$ cat src/rtl/stub_player_pkg.sv
`default_nettype none
// ============================================================================
// Module   : stub_player_pkg
// Brief    : Shared types and widths for the event-framed stub player.
// Revision : 1.0 - initial release
// ============================================================================
package stub_player_pkg;

    localparam int c_stub_w    = 36;
    localparam int c_trunc_w   = 16;
    localparam int c_realign_w = 8;

    // FIFO entry layout at the default stub width: marker above payload.
    typedef struct packed {
        logic                marker;
        logic [c_stub_w-1:0] data;
    } stub_entry_t;

    typedef enum logic [1:0] {
        IDLE = 2'd0,
        RUN  = 2'd1,
        WAIT = 2'd2,
        DROP = 2'd3
    } player_state_t;

endpackage
`default_nettype wire

$ cat src/rtl/stub_fifo.sv
`default_nettype none
// ============================================================================
// Module   : stub_fifo
// Brief    : Synchronous FIFO of {marker, data} entries with registered read
//            data and a combinational peek of the head's marker bit.
// Revision : 1.0 - initial release
// ============================================================================
module stub_fifo #(
    parameter int DATA_W = 36,
    parameter int DEPTH  = 64
) (
    input  logic              clk,
    input  logic              reset,
    input  logic              wr_en,
    input  logic              wr_marker,
    input  logic [DATA_W-1:0] wr_data,
    input  logic              rd_en,
    output logic [DATA_W-1:0] rd_data,
    output logic              head_marker,
    output logic              full,
    output logic              empty
);

    localparam int c_addr_w = $clog2(DEPTH);
    localparam logic [c_addr_w:0] c_depth = (c_addr_w + 1)'(DEPTH);

    logic [DATA_W:0]     r_mem [DEPTH];
    logic [c_addr_w-1:0] r_wr_ptr;
    logic [c_addr_w-1:0] r_rd_ptr;
    logic [c_addr_w:0]   r_count;
    logic [DATA_W-1:0]   r_rd_data;
    logic                w_push;
    logic                w_pop;
    logic [DATA_W:0]     w_entry;

    assign full        = (r_count == c_depth);
    assign empty       = (r_count == '0);
    assign w_push      = wr_en & ~full;
    assign w_pop       = rd_en & ~empty;
    assign w_entry     = {wr_marker, (wr_marker ? {DATA_W{1'b0}} : wr_data)};
    assign head_marker = r_mem[r_rd_ptr][DATA_W];
    assign rd_data     = r_rd_data;

    always_ff @(posedge clk) begin
        if (w_push) begin
            r_mem[r_wr_ptr] <= w_entry;
        end
    end

    always_ff @(posedge clk) begin
        if (reset) begin
            r_wr_ptr  <= '0;
            r_rd_ptr  <= '0;
            r_count   <= '0;
            r_rd_data <= '0;
        end else begin
            if (w_push) begin
                r_wr_ptr <= r_wr_ptr + c_addr_w'(1);
            end
            if (w_pop) begin
                r_rd_ptr  <= r_rd_ptr + c_addr_w'(1);
                r_rd_data <= r_mem[r_rd_ptr][DATA_W-1:0];
            end
            case ({w_push, w_pop})
                2'b10:   r_count <= r_count + (c_addr_w + 1)'(1);
                2'b01:   r_count <= r_count - (c_addr_w + 1)'(1);
                default: r_count <= r_count;
            endcase
        end
    end

endmodule
`default_nettype wire

$ cat src/rtl/stub_event_player.sv
`default_nettype none
// ============================================================================
// Module   : stub_event_player
// Brief    : Replays one event per EVT_CLKS-cycle window, BC0 aligned.
//            Define STUB_PLAYER_STATS_EN to build trunc/realign counters.
// Revision : 1.0 - initial release
// ============================================================================
module stub_event_player
    import stub_player_pkg::*;
#(
    parameter int STUB_W   = c_stub_w,
    parameter int EVT_CLKS = 6,
    parameter int DEPTH    = 64
) (
    input  logic                   clk,
    input  logic                   reset,
    input  logic                   BC0,
    input  logic                   wr_en,
    input  logic [STUB_W-1:0]      wr_data,
    input  logic                   wr_marker,
    output logic                   full,
    output logic                   overflow,
    output logic [STUB_W-1:0]      data_out,
    output logic                   valid,
    output logic                   start,
    output logic [c_trunc_w-1:0]   trunc_cnt,
    output logic [c_realign_w-1:0] realign_cnt
);

    localparam int c_idx_w = $clog2(EVT_CLKS);
    localparam logic [c_idx_w-1:0] c_idx_last     = c_idx_w'(EVT_CLKS - 1);
    localparam logic [c_idx_w-1:0] c_idx_last_pop = c_idx_w'(EVT_CLKS - 2);

    player_state_t      r_state;
    player_state_t      w_cur_state;
    player_state_t      w_next_state;
    logic [c_idx_w-1:0] r_idx;
    logic [c_idx_w-1:0] w_idx;
    logic [c_idx_w-1:0] w_idx_next;
    logic               r_valid;
    logic               r_overflow;
    logic               w_pop;
    logic               w_out;
    logic               w_wr_any;
    logic               w_empty;
    logic               w_head_marker;

    assign w_wr_any = wr_en | wr_marker;

    stub_fifo #(
        .DATA_W (STUB_W),
        .DEPTH  (DEPTH)
    ) u_fifo (
        .clk         (clk),
        .reset       (reset),
        .wr_en       (w_wr_any),
        .wr_marker   (wr_marker),
        .wr_data     (wr_data),
        .rd_en       (w_pop),
        .rd_data     (data_out),
        .head_marker (w_head_marker),
        .full        (full),
        .empty       (w_empty)
    );

    // BC0 makes the current cycle index 0 and acts as a window boundary.
    always_comb begin
        w_idx       = BC0 ? '0 : r_idx;
        w_cur_state = r_state;
        case (r_state)
            IDLE:    if (BC0)           w_cur_state = RUN;
            RUN:     if (w_idx == '0)   w_cur_state = DROP;
            WAIT:    if (w_idx == '0)   w_cur_state = RUN;
            default:                    w_cur_state = DROP;
        endcase

        w_pop = ~w_empty &
                (((w_cur_state == RUN) && (w_idx <= c_idx_last_pop)) ||
                 (w_cur_state == DROP));
        w_out = w_pop & ~w_head_marker & (w_cur_state == RUN);

        // A marker dropped in the last slot has no slot left to run in.
        w_next_state = w_cur_state;
        if (w_pop && w_head_marker) begin
            if (w_cur_state == RUN || w_idx == c_idx_last) begin
                w_next_state = WAIT;
            end else begin
                w_next_state = RUN;
            end
        end

        if (w_cur_state == IDLE || w_idx == c_idx_last) begin
            w_idx_next = '0;
        end else begin
            w_idx_next = w_idx + c_idx_w'(1);
        end
    end

    assign start    = (w_cur_state != IDLE) && (w_idx == '0);
    assign valid    = r_valid;
    assign overflow = r_overflow;

    always_ff @(posedge clk) begin
        if (reset) begin
            r_state    <= IDLE;
            r_idx      <= '0;
            r_valid    <= 1'b0;
            r_overflow <= 1'b0;
        end else begin
            r_state <= w_next_state;
            r_idx   <= w_idx_next;
            r_valid <= w_out;
            if (w_wr_any && full) begin
                r_overflow <= 1'b1;
            end
        end
    end

`ifdef STUB_PLAYER_STATS_EN
    logic [c_trunc_w-1:0]   r_trunc_cnt;
    logic [c_realign_w-1:0] r_realign_cnt;
    logic                   w_trunc_inc;
    logic                   w_realign_inc;

    assign w_trunc_inc   = w_pop & ~w_head_marker & (w_cur_state == DROP);
    assign w_realign_inc = BC0 & (r_state != IDLE) & (r_idx != '0);

    always_ff @(posedge clk) begin
        if (reset) begin
            r_trunc_cnt   <= '0;
            r_realign_cnt <= '0;
        end else begin
            if (w_trunc_inc && (r_trunc_cnt != '1)) begin
                r_trunc_cnt <= r_trunc_cnt + c_trunc_w'(1);
            end
            if (w_realign_inc && (r_realign_cnt != '1)) begin
                r_realign_cnt <= r_realign_cnt + c_realign_w'(1);
            end
        end
    end

    assign trunc_cnt   = r_trunc_cnt;
    assign realign_cnt = r_realign_cnt;
`else
    assign trunc_cnt   = '0;
    assign realign_cnt = '0;
`endif

endmodule
`default_nettype wire
$ cat config.mk
export PLATFORM = sky130hd
export DESIGN_NAME = stub_event_player
export DESIGN_NICKNAME = d
export VERILOG_FILES = /design/src/rtl/stub_player_pkg.sv /design/src/rtl/stub_fifo.sv /design/src/rtl/stub_event_player.sv
export SDC_FILE = /design/constraint.sdc
export NUM_CORES = 2
export LEC_CHECK = 0
export BUFFER_PORTS_ARGS = -buffer_cell sky130_fd_sc_hd__clkbuf_2
export CORE_ASPECT_RATIO = 0.5
export CORE_MARGIN = 2
export CORE_UTILIZATION = 40
export CTS_CLUSTER_DIAMETER = 30
export DETAILED_ROUTE_END_ITERATION = 7
export GPL_TIMING_DRIVEN = 0
export HOLD_SLACK_MARGIN = 0.15
export SLEW_MARGIN = 40
export SYNTH_ARGS = -nofsm -noshare
export SYNTH_HDL_FRONTEND = slang
export SYNTH_HIERARCHICAL = 1
export SYNTH_SLANG_ARGS = --single-unit
export TNS_END_PERCENT = 20
$ cat constraint.sdc
create_clock -name clk -period 7.65 [get_ports clk]
set_input_delay 0.3825 -clock clk [delete_from_list [all_inputs] [get_ports clk]]
set_output_delay 0.3825 -clock clk [all_outputs]
set_load 0.1 [all_outputs]
Yosys cells after proc, flatten, opt, wreduce, memory -nomap -nowiden
Memory sizes are Yosys's and may differ from the RTL's. A register that Yosys moved wholly into a read port is not among the register bits. Index checks and enable logic that the tools add are counted.

Register bits after elaboration: 62. Bits in latches: 0. RAM bits: 2368. Bits in read-only memories: 0. Input bits: 41. Output and inout bits: 64. Logic and storage cells: 59. Memories: 1.

Memories: u_fifo.r_mem (words 64, bits a word 37, rd ports 1, clocked after memory_dff 1, wr ports 1, line stub_fifo.sv:27) `logic [DATA_W:0] r_mem [DEPTH];`.

Add/sub/neg operators: 5. Multiply operators: 0. Divide/modulo/power cells: 0. $lt $le $gt $ge: 1. Eq/ne operators: 8. Shifts and indexed selects: 0. Multiplexer cells: 13. Bitwise logic cells: 9. Reductions and logical operators: 14.

Operators by type and width (count): 36-bit 2-to-1 mux (1); 7-bit one-hot mux with 2 select lines (1); 6-bit by 1-bit adder with 6-bit output (second input constant) (2); 6-bit 2-to-1 mux (2); 2-bit 2-to-1 mux (5); 7-bit by 1-bit adder with 7-bit output (second input constant) (1); 7-bit == test (second input constant) (1); 7-bit zero test (1); 7-bit by 1-bit subtractor with 7-bit output (second input constant) (1); 2-bit by 1-bit == test with 1-bit output (second input constant) (3); 2-bit == test (second input constant) (3); 2-bit one-hot mux with 3 select lines (1); 1-bit bitwise AND (5); 1-bit logical AND (4); 2-bit zero test (2); 2-bit nonzero test (2); 3-bit by 1-bit adder with 3-bit output (second input constant) (1); 3-bit == test (second input constant) (1); 3-bit <= comparator (second input constant) (1); 3-bit zero test (1); 1-bit logical OR (3); 3-bit 2-to-1 mux (1); 1-bit inverter (3); 1-bit 2-to-1 mux (2); 2 further kinds (2).

Logic depth before layout (Yosys ltp)
Word-level depth: 11. Depth in mapped cells: 17. Gate-level depth less buffers: 15.

Modules after synthesis
Netlist, hierarchy kept.

Modules (own cells, without submodules): stub_fifo (times used 1, cells each 4433, area each 93096.8 um2, sequential area each 72329.4 um2); stub_event_player (times used 1, cells each 76, area each 619.3 um2, sequential area each 140.1 um2).

Worst setup path after synthesis
OpenSTA, ideal clock, no wires.

Path type: input -> register. From: in BC0. To: reg u_fifo.r_count[4]. Data arrival time: 3876 ps. Required time: 7529 ps. Setup slack: 3653 ps. Cell stages on the path: 17. Cell sequence: inv_1 -> nand2_1 -> ha_1 -> nor2_1 -> a211o_1 -> a211oi_4 -> o21a_1 -> buf_4 -> ha_1 -> clkbuf_1 -> xor2_1 -> ha_1 -> a21oi_1 -> o21ai_0 -> a211oi_1 -> mux2i_1 -> mux2_2.

Word-level cells in the longest chain between the ends: 11. Elaborated cells on any way between the ends: 17.

Ends and longest elaborated chain: start, declared (line stub_event_player.sv:17) `input logic BC0,`; 3-bit 2-to-1 mux (line stub_event_player.sv:68) `w_idx = BC0 ? '0 : r_idx;`; 3-bit zero test (line stub_event_player.sv:72, stub_event_player.sv:73); 2-bit 2-to-1 mux, on equally long branches (line stub_event_player.sv:73, stub_event_player.sv:72); 2-bit one-hot mux with 3 select lines (line stub_event_player.sv:70) `case (r_state)`; 2-bit by 1-bit == test with 1-bit output (line stub_event_player.sv:78) `(((w_cur_state == RUN) && (w_idx <= c_idx_last_pop)) ||`; 1-bit logical AND (line stub_event_player.sv:78); 1-bit logical OR (*) (line stub_event_player.sv:78); 1-bit bitwise AND (*) (line stub_event_player.sv:77) `w_pop = ~w_empty &`; net w_pop (line stub_event_player.sv:42) `logic w_pop;`; 1-bit bitwise AND (*) (line stub_fifo.sv:39) `assign w_pop = rd_en & ~empty;`; 2-bit by 1-bit == test with 1-bit output or 2-bit == test (tied branches) (line stub_fifo.sv:64) `case ({w_push, w_pop})`; 7-bit one-hot mux with 2 select lines or 2-bit nonzero test (tied branches); end signal, assigned (line stub_fifo.sv:65) `2'b10: r_count <= r_count + (c_addr_w + 1)'(1);`; end signal, assigned (line stub_fifo.sv:66) `2'b01: r_count <= r_count - (c_addr_w + 1)'(1);`; end signal, assigned (line stub_fifo.sv:67) `default: r_count <= r_count;`; end, declared (line stub_fifo.sv:30) `logic [c_addr_w:0] r_count;`.

The timed path passes the listed nets; every way through them passes the cells marked *. A chain may end at the register's enable or synchronous reset.

Worst setup path after layout
From: reg u_fifo.r_count[3]. To: reg u_fifo.r_count[6].

Word-level cells in the longest chain between the ends: 6. Elaborated cells on any way between the ends: 13.

Ends and longest elaborated chain: 7-bit zero test (*) (line stub_fifo.sv:37) `assign empty = (r_count == '0);`; net w_empty (line stub_event_player.sv:45) `logic w_empty;`; 1-bit inverter (*) (line stub_event_player.sv:77); 1-bit bitwise AND (*) (line stub_event_player.sv:77); net w_pop (line stub_event_player.sv:42); 1-bit bitwise AND (*) (line stub_fifo.sv:39); 2-bit by 1-bit == test with 1-bit output or 2-bit == test (tied branches) (line stub_fifo.sv:64); 7-bit one-hot mux with 2 select lines or 2-bit nonzero test (tied branches).

Marked as above.

==> flow_metrics.py <==
metrics = {
    "global_route": {
        "grt_use_met2_pct": 37.1,
        "grt_use_total_pct": 24.5,
        "met3_usage_pct": 6.53,
        "grt_pass1_wl_um": 407000,
        "antenna_found_initial": 14,
        "grt_pass1_vias": 51459,
        "grt_max_degree": 69,
        "grt-busiest-layer": "met2",
        "grtUsageMet1_pct": 33.3,
        "grt_overflow": 0,
    },
    "cts": {
        "cts_buffer_depth": 4,
        "insertion_delay_ns": 0.89,
        "tritoncts": "done",
        "cts.clk_slew.worst_paths_ns": 0.04,
        "post_cts_resized": 0,
        "post-cts-setup-buffers": 0,
        "cts_root_buf": "clkbuf_16",
        "cts_buffers": 356,
        "postCtsHoldBufs": 41,
        "cts.sinks": 2436,
        "htree_levels": 5,
    },
    "power_and_ir_drop": {
        "power.density_nw_per_um2": 307,
        "ir_drop_uv": 227,
        "total_power_w": 0.0361,
        "p_leak_nw": 37.5,
    },
    "routing": {
        "num_vias": 52484,
        "routedWlPerCell_um": 34.0,
        "drcViolationCount": 0,
        "first_iter_violations": 8029,
        "ant_nets": 0,
        "first_pass_iters": 6,
        "drt-total-wl_um": 296000,
        "viasPerCell": 6.03,
    },
    "worst_setup_path": {
        "required_ns": 8.31,
        "critical_path.top_delay_family": "compound AO/OA/AOI/OAI gates",
        "cp_slowest_stage_delay_ns": 0.67,
        "cp-start-kind": "flop",
        "end_kind": "flop",
        "worstPathMaxFanout": 11,
        "crit_slowest_cell": "a2111oi_0",
        "worst-path-buf-inv": 4,
        "worstPathArrival_ns": 5.86,
        "crit_chain": "clkbuf_1, or3_1, buf_2, nor2_1, a211oi_4, o21a_1, buf_4, ha_1, clkbuf_1, xor2_1, ha_1, a21oi_1, o21ai_0, a2111oi_0, mux2i_1, o211ai_1",
        "worstSetupPathType": "reg -> reg",
    },
    "logic_synthesis": {
        "synth.area.top_cells": "edfxtp_1 76%, mux4_2 12%, mux2i_1 2.5%",
        "synth_cells": 4509,
        "syn_area_per_cell_sq_um": 20.8,
        "synth_top_area_share_pct": 75.9,
        "synth-edff-count": 2368,
        "synth_top_area_cell": "edfxtp_1",
        "syn_area_sq_um": 93700,
        "async_flop_share_pct": 0,
        "synth.distinct_cells": 79,
        "synthFlopType": "edfxtp_1",
        "ys_warn_count": 6,
        "ys_seq_elements": 2436,
        "yosysSeqAreaShare_pct": 77.3,
    },
    "sta": {
        "setup_slack_ns": 2.45,
        "layout_min_cycle_time_ns": 5.20,
        "finalMaxSlewViolations": 0,
        "hold_viol": 0,
        "rsz0062_at_grt": "false",
        "fin_crit_sh_pct": 67.9,
        "tightest_slew_ns": 0.949,
        "finalSetupViolCount": 0,
        "skew_ns": 0.0892,
        "max_freq_mhz": 192,
        "slew_headroom_pct": 36.4,
    },
    "placement": {
        "port_buffers": 80,
        "place_congestion": 0.926,
        "pre_cts_ws_ns": 2.48,
        "hpwlAfterDp_um": 207000,
        "placed_cell_area_sq_um": 105000,
    },
    "die": {
        "coreArea_sq_um": 233000,
        "ioPinCount": 105,
        "fp.dieW_um": 689,
        "floorplan.initialDensity_pct": 40.3,
        "die_height_um": 346,
        "rows": 125,
        "die_area_sq_um": 238000,
    },
    "cells_and_area": {
        "syn_to_final_growth_pct": 25.4,
        "fin_util_pct": 50.5,
        "final_layout_size_suffix_gt1_share_pct": 32.7,
        "fillers": 18070,
        "final_area_sq_um": 117000,
        "layout.nets": 5339,
    },
    "flow_run": {
        "drv_cap": 0,
    },
    "hold_path": {
        "hold_path.class": "reg -> reg",
    },
    "status": {
        "status": "finished, final reports clean",
    },
}
==> sequential cells by signal (all words and copies together), names as in the netlist, named ones only <==
signal           count
u_fifo/r_count       7
u_fifo/r_wr_ptr      6
u_fifo/r_mem      2368
u_fifo/rd_data      36
r_idx                3
overflow             1
r_state              2
valid                1
u_fifo/r_rd_ptr      6
==> metrics by stage <==
step                      TNS (ns)  std cells  hold slack, ns
final                            0       8697           0.473
after global routing             0       8694           0.448
after CTS                        0       8692           0.418
after detailed placement         0       8000           0.467
after global placement       -7.99       7723           0.456
after floorplan                  0       4532           0.445
==> layout make-up <==
type | count | area [sq um] | area share (%)
Antenna cell | 3 | 7.51 | 0.00639
Multi-Input combinational cell | 1809 | 20700 | 17.6
Clock buffer | 399 | 9310 | 7.92
Clock inverter | 252 | 2990 | 2.54
Sequential cell | 2436 | 72500 | 61.7
Buffer | 275 | 1540 | 1.31
Timing Repair Buffer | 400 | 6590 | 5.61
Inverter | 12 | 45.0 | 0.0383
Tap cell | 3111 | 3890 | 3.31
==> cells in the final DEF, fill, tap and decap left out, types with 17 or more instances in the layout <==
cell | netlist | final
a21oi_1 | 135 | 134
buf_16 | 0 | 126
dlygate4sd3_1 | 0 | 41
buf_8 | 0 | 136
o22ai_1 | 41 | 40
o221ai_1 | 19 | 19
a22o_1 | 17 | 17
dfxtp_1 | 68 | 68
o211ai_1 | 19 | 19
a211oi_1 | 24 | 17
a31oi_1 | 18 | 18
clkbuf_1 | 89 | 86
nand2_1 | 174 | 174
mux2i_1 | 236 | 236
a22oi_1 | 133 | 133
bufinv_16 | 0 | 46
buf_4 | 64 | 67
nor3_1 | 28 | 27
nor2b_4 | 0 | 36
o21ai_0 | 18 | 18
clkinv_4 | 0 | 32
clkinv_2 | 0 | 32
nor2_1 | 158 | 89
conb_1 | 1 | 24
nor2_4 | 0 | 65
inv_6 | 0 | 37
clkinv_1 | 0 | 30
buf_2 | 94 | 98
clkbuf_2 | 0 | 110
edfxtp_1 | 2368 | 2368
mux4_2 | 483 | 483
mux2_2 | 33 | 33
clkinvlp_4 | 0 | 53
nand4_1 | 23 | 23
clkbuf_16 | 0 | 363
==> routing by layer <==
| layer | vias up | wire length [um] |
|---|---|---|
| met2 | 3612 | 133000 |
| li1 | 20464 | - |
| met5 | - | 82 |
| met4 | 12 | 15600 |
| met1 | 27739 | 112000 |
| met3 | 657 | 35700 |
==> cells by family (layout without fill, tap and decap cells) <==
kind of cell             count (synthesis)  in the layout  share of synthesized area [%]
AO/OA/AOI/OAI                          499            499                           3.71
XOR/XNOR                                14             14                          0.131
adder cells (fa/ha/maj)                  8              8                          0.107
buffers and inverters                  287           1338                           1.64
flip-flops                            2436           2436                           77.3
multiplexers                           752            752                           14.5
other                                    1             27                        0.00400
AND/OR/NAND/NOR                        512            512                           2.56
==> power breakdown <==
group	switching [W]	leakage (nW)	total (W)	internal, W
logic	0.00297	9.94	0.00418	0.00120
clock network	0.00628	5.86	0.0167	0.0104
registers	0.000232	21.7	0.0152	0.0149
==> worst reg2reg max path, stage by stage (launching register included) <==
cell	delay [ns]
dfxtp_1	0.30
clkbuf_1	0.31
or3_1	0.20
buf_2	0.36
nor2_1	0.18
a211oi_4	0.62
o21a_1	0.22
buf_4	0.24
ha_1	0.32
clkbuf_1	0.39
xor2_1	0.13
ha_1	0.22
a21oi_1	0.23
o21ai_0	0.17
a2111oi_0	0.67
mux2i_1	0.35
o211ai_1	0.14
==> cell usage after synthesis, types with 14 or more instances <==
cell type,instances
o22ai_1,41
nor3_1,28
a22o_1,17
mux2i_1,236
nor2_1,158
a221oi_1,16
buf_4,64
dfxtp_1,68
buf_1,15
nand2_1,174
a21oi_1,135
a211oi_1,24
a22oi_1,133
edfxtp_1,2368
a31oi_1,18
clkbuf_1,89
mux2_2,33
nor2b_1,54
o21ai_0,18
buf_2,94
nand4_1,23
o211ai_1,19
and2_1,14
mux4_2,483
o221ai_1,19
==> worst paths after layout <==
kind,startpoint,to,slack (ns),depth (start not counted)
worst max-delay path,u_fifo/r_count[3],u_fifo/r_count[6],2.45,16
worst min-delay path,overflow,overflow,0.47,2
worst min register to register,overflow,overflow,0.47,2
worst max register to register,u_fifo/r_count[3],u_fifo/r_count[6],2.45,16
Note: power is estimated with default switching activity, not from simulation.
